<file path="src/rtl/stopwatch_pkg.sv">
// Shared types and constants for the two-digit BCD stopwatch.
package stopwatch_pkg;

  typedef enum logic [1:0] {
    StIdle  = 2'd0,
    StRun   = 2'd1,
    StPause = 2'd2,
    StDone  = 2'd3
  } sw_state_t;

  localparam logic [7:0] BCD_ZERO = 8'h00;
  localparam logic [7:0] BCD_MAX  = 8'h99;

endpackage

</file>
<file path="src/rtl/BCDcnt.sv">
// Two-digit BCD up-counter with async active-low reset and synchronous clear.
module BCDcnt
  import stopwatch_pkg::*;
(
  input  logic       CLK,
  input  logic       CLRN,
  input  logic       CLR_CNT,
  input  logic       INC,
  output logic [7:0] Q
);

  logic [3:0] units, tens;
  logic [7:0] q_next;

  assign units = Q[3:0];
  assign tens  = Q[7:4];

  always_comb begin
    q_next = Q;
    if (Q == BCD_MAX) begin
      q_next = BCD_ZERO;
    end else if (units == 4'd9) begin
      q_next = {tens + 4'd1, 4'd0};
    end else begin
      q_next = {tens, units + 4'd1};
    end
  end

  always_ff @(posedge CLK or negedge CLRN) begin
    if (!CLRN) begin
      Q <= BCD_ZERO;
    end else if (CLR_CNT) begin
      Q <= BCD_ZERO;
    end else if (INC) begin
      Q <= q_next;
    end
  end

endmodule

</file>
<file path="src/rtl/stopwatch_ctrl.sv">
// Stopwatch sequencer: prescaler, run/pause/done FSM, lap-hold display and target stop
// around a BCDcnt instance.
module stopwatch_ctrl
  import stopwatch_pkg::*;
#(
  parameter int unsigned TICK_DIV = 10
) (
  input  logic       CLK,
  input  logic       RST,
  input  logic       START,
  input  logic       STOP,
  input  logic       CLR,
  input  logic       LAP,
  input  logic [7:0] TARGET,
  output logic [7:0] CNT,
  output logic [7:0] DISP,
  output logic       RUNNING,
  output logic       DONE,
  output logic       LAP_HELD
);

  localparam int unsigned PW = $clog2(TICK_DIV);
  localparam logic [PW-1:0] PRE_LAST = PW'(TICK_DIV - 1);

  if (TICK_DIV < 2 || TICK_DIV > 65535) begin : gen_bad_div
    $error("stopwatch_ctrl: TICK_DIV must be in 2..65535");
  end

  sw_state_t     state_q;
  logic [PW-1:0] pre_q;
  logic          held_q;
  logic [7:0]    lap_q;
  logic          at_target;
  logic          inc;
  logic          clrn;

  assign clrn      = ~RST;
  assign at_target = (TARGET != BCD_ZERO) && (CNT == TARGET);
  // Gate on target so the counter cannot step past it in the cycle DONE is entered.
  assign inc       = (state_q == StRun) && !STOP && !CLR && (pre_q == PRE_LAST) && !at_target;

  always_ff @(posedge CLK or posedge RST) begin
    if (RST) begin
      pre_q <= '0;
    end else if (CLR) begin
      pre_q <= '0;
    end else if (state_q == StRun && !STOP) begin
      pre_q <= (pre_q == PRE_LAST) ? '0 : pre_q + 1'b1;
    end
  end

  // STOP outranks START, so a coincident pair never (re)starts the count.
  always_ff @(posedge CLK or posedge RST) begin
    if (RST) begin
      state_q <= StIdle;
      RUNNING <= 1'b0;
      DONE    <= 1'b0;
    end else if (CLR) begin
      state_q <= StIdle;
      RUNNING <= 1'b0;
      DONE    <= 1'b0;
    end else begin
      unique case (state_q)
        StIdle, StPause: begin
          if (START && !STOP) begin
            state_q <= StRun;
            RUNNING <= 1'b1;
          end
        end
        StRun: begin
          if (STOP) begin
            state_q <= StPause;
            RUNNING <= 1'b0;
          end else if (at_target) begin
            state_q <= StDone;
            RUNNING <= 1'b0;
            DONE    <= 1'b1;
          end
        end
        StDone: begin
          state_q <= StDone;
        end
        default: begin
          state_q <= StIdle;
          RUNNING <= 1'b0;
          DONE    <= 1'b0;
        end
      endcase
    end
  end

  always_ff @(posedge CLK or posedge RST) begin
    if (RST) begin
      held_q <= 1'b0;
      lap_q  <= BCD_ZERO;
    end else if (CLR) begin
      held_q <= 1'b0;
      lap_q  <= BCD_ZERO;
    end else if (LAP && (state_q == StRun || state_q == StPause)) begin
      held_q <= !held_q;
      if (!held_q) begin
        lap_q <= CNT;
      end
    end
  end

  assign DISP     = held_q ? lap_q : CNT;
  assign LAP_HELD = held_q;

  BCDcnt u_bcdcnt (
    .CLK     (CLK),
    .CLRN    (clrn),
    .CLR_CNT (CLR),
    .INC     (inc),
    .Q       (CNT)
  );

endmodule

</file>
<file path="config.mk">
export PLATFORM = sky130hd
export DESIGN_NAME = stopwatch_ctrl
export DESIGN_NICKNAME = d
export VERILOG_FILES = /design/src/rtl/stopwatch_pkg.sv /design/src/rtl/BCDcnt.sv /design/src/rtl/stopwatch_ctrl.sv
export SDC_FILE = /design/constraint.sdc
export NUM_CORES = 1
export LEC_CHECK = 0
export CORE_ASPECT_RATIO = 0.6
export CORE_MARGIN = 2
export CORE_UTILIZATION = 48
export CTS_BUF_LIST = sky130_fd_sc_hd__clkbuf_8
export CTS_CLUSTER_DIAMETER = 30
export DETAILED_ROUTE_END_ITERATION = 8
export GPL_ROUTABILITY_DRIVEN = 1
export PLACE_DENSITY = 0.79
export SYNTH_ARGS = -nofsm -noshare
export SYNTH_HDL_FRONTEND = slang
export SYNTH_SLANG_ARGS = --single-unit
</file>
<file path="constraint.sdc">
create_clock -name CLK -period 1.65 [get_ports CLK]
set_input_delay 0.33 -clock CLK [delete_from_list [all_inputs] [get_ports CLK]]
set_output_delay 0.33 -clock CLK [all_outputs]
set_load 0.005 [all_outputs]
</file>
==> summary.md <==
| Metric | Value |
|---|---|
| Hpwl dp | slightly above 3000 um |
| Flop and latch count out of synthesis | 25 |
| Met2 WL | 2130 um |
| Power Total | 1430 uW |
| Pin count of the biggest net entering global routing | 26 |
| Initial drt markers | 50 |
| Core area | 3200 um^2 |
| Initial antenna violation count | 0 |
| Unique cell type count in the Yosys netlist | 42 |
| Hold Crit Class | input port to asynchronous set/reset pin |
| Max_cap viols | 0 |
| Layout area overhead | 54.1% |
| Post-synth top cells | 25 x dfrtp_1, 20 x nor2_1, 11 x inv_1, 11 x nand2_1 |
| # hold bufs at CTS | 0 |
| CTS Sinks | 25 |
| Post-DP Area | around 2200 um^2 |
| Crit path DAT | approximately 1.9 ns |
| Gr usage total | 24.4% |
| Top post-synthesis cells by area | dfrtp_1 40%, ha_1 7.9%, mux2i_1 5.1% |
| First-pass DRT Iterations | 4 |
| Final Hold Fails | 0 |
| CP Launch Type | input port |
| CTS tree | built |
| Cts bufs inserted | 3 |
| Measured slew at the worst slew-check pin | 0.324 ns |
| WL per Instance | 15.2 um |
| PortBufs | 32 |
| Vias in the first global route | 1480 |
| Max Used Layer | met4 |
| Gpl congestion | 0.920 |
| Clock root buffer | clkbuf_8 |
| # IOs | 33 |
| Yosys warnings | 0 |
| Nets | approximately 270 |
| Final Max Tran Viols | 0 |
| Die Span Y | 48.4 um |
| H-tree depth | 1 |
| Synth top area share | 39.7% |
| Total gr overflow | 0 |
| Drt via density | 5.28 |
| Met3 WL | ~180 um |
| Synth area leader | dfrtp_1 |
| Clk slew on worst S/H paths | 0.09 ns |
| DRC viols | 0 |
| RSZ-0062 raised after global routing | true |
| Peak VDD IR | 471 uV |
| Skew final | 0.00167 ns |
| Max Clk Rate | 575 MHz |
| Total number of vias | around 1.5k |
| Die Span X | just under 80 um |
| Failing checks | negative setup slack |
| Worst setup margin | -0.0896 ns |
| Global-route wire length before repair | 7200 um |
| Async S/R FF share, synth | 100% |
| CTS max path bufs | 2 |
| Worst Setup End Kind | flip-flop |
| Final antenna-violating net count | 0 |
| Seq/Total Area, Yosys | 39.7% |
| CP Max Fanout | 7 |
| Final instance area | 2430 um^2 |
| M1 wire length | between 2000 and 2500 um |
| Std-Cell Rows | 16 |
| Syn nets | ~190 |
| Synth Instances | 168 |
| Share of cells above drive strength 1 | 32.9% |
| Clk_lat worst skew | 0.27 ns |
| Headroom to the max-slew limit | 78.2% |
| Mapped Avg Cell Area | 9.39 um^2 |
| Initial Util | 49.3% |
| CP required | 1.81 ns |
| Fin cells | 285 |
| EDFF count, synth | 0 |
| PwrDens | 588 nW/um^2 |
| Leakage power | 0.00129 uW |
| Die ar. | 3780 um^2 |
| N_diodes | 0 |
| Placed cells | 272 |
| Post-layout minimum cycle time | between 1.5 and 2 ns |
| Final Setup Violations | 6 |
| Synthesized area | 1580 um^2 |
| Top FF cell, synth | dfrtp_1 |
| WS Path Type | input port to flip-flop |
| Routed wire length | 4340 um |
| Most common cell in the synthesized netlist | dfrtp_1 |
| Status | complete, but fails checks |
| Final period util | 105% |
-- stage by stage --
step / TNS, ns / util (%) / worst slack, ns / hold WS (ns)
2_1_floorplan: -0.00148 / - / -0.00148 / 0.357
3_3_place_gp: -4.35 / 68.3 / -0.444 / 0.480
3_5_place_dp: -5.61 / 68.3 / -0.617 / 0.499
4_1_cts: -0.222 / 73.0 / -0.0712 / 0.434
5_1_grt: -1.29 / 75.9 / -0.167 / 0.458
6_report: -0.376 / 75.9 / -0.0896 / 0.414
-- path summary, 6_finish.rpt --
kind                                      startpoint                        end  slack [ns]  cells past startpoint
max in group asynchronous                        RST  u_bcdcnt.Q[0]$_DFFE_PP0P_        0.98                      3
setup reg to reg           u_bcdcnt.Q[3]$_DFFE_PP0P_  u_bcdcnt.Q[4]$_DFFE_PP0P_       -0.08                      5
min in group CLK                    DONE$_DFFE_PP0P_           DONE$_DFFE_PP0P_        0.52                      2
setup / recovery                           TARGET[0]  u_bcdcnt.Q[4]$_DFFE_PP0P_       -0.09                      7
hold reg to reg                     DONE$_DFFE_PP0P_           DONE$_DFFE_PP0P_        0.52                      2
hold / removal                                   RST       lap_q[0]$_DFFE_PP0P_        0.41                      3
-- what timing repair did --
action,4_1_cts,5_1_grt
setup endpoints to repair,24,25
pin swaps,17,10
gates cloned,0,1
gates resized for setup,48,24
buffers inserted,7,3
-- power breakdown --
part	internal [uW]	total (uW)	switching, uW
Combinational	212	418	206
Clock	166	358	192
Sequential	633	652	18.7
Total	1010	1430	417
-- cells in the final DEF, fill, tap and decap left out, types with 2 or more instances in the layout --
cell	n
or3_1	3
nand2_2	3
o21ai_2	4
buf_4	32
xor2_1	7
nor4_2	2
mux2_4	3
nor3_1	7
dfrtp_1	24
o21a_1	2
dlygate4sd2_1	13
o21ai_0	3
buf_6	11
ha_1	9
nand3_1	3
nand2_1	9
o21ai_1	2
clkdlybuf4s50_1	8
a21oi_1	9
inv_1	10
dlymetal6s2s_1	6
clkbuf_8	3
and3_1	2
nor2_1	20
clkdlybuf4s15_1	2
a31o_2	2
nand2b_1	3
mux2i_1	8
inv_2	2
-- critical path: stages --
cell	delay [ns]
dlygate4sd2_1	0.26
buf_4	0.14
xor2_2	0.18
nor4_4	0.36
a31oi_4	0.19
and3_1	0.22
a31o_2	0.21
-- layout make-up --
| type | instances | area, um^2 |
|---|---|---|
| Fill cell | 206 | 772 |
| Multi-Input combinational cell | 125 | 978 |
| Timing Repair Buffer | 75 | 683 |
| Sequential cell | 25 | 627 |
| Tap cell | 45 | 56.3 |
| Clock inverter | 1 | 3.75 |
| Inverter | 11 | 41.3 |
| Clock buffer | 3 | 41.3 |
-- per-layer routing --
metal	GRT usage, %	up-vias
li1	-	738
met1	32.0	722
met2	42.1	40
met3	4.66	4
met4	5.56	0
met5	0	-
-- sequential cells by signal, summed over array words and instances, names as in the netlist --
| register | cells |
|---|---|
| u_bcdcnt.Q | 8 |
| pre_q | 4 |
| state_q | 2 |
| lap_q | 8 |
| LAP_HELD | 1 |
| DONE | 1 |
| RUNNING | 1 |
-- logic make-up after synthesis --
logic type / synth area share [%]
fa+ha+maj: 7.93
buf+inv: 5.00
simple gates: 19.4
mux: 7.22
xor+xnor: 5.00
compound gates: 15.8
flops: 39.7
(Power assumes the default switching activity.)
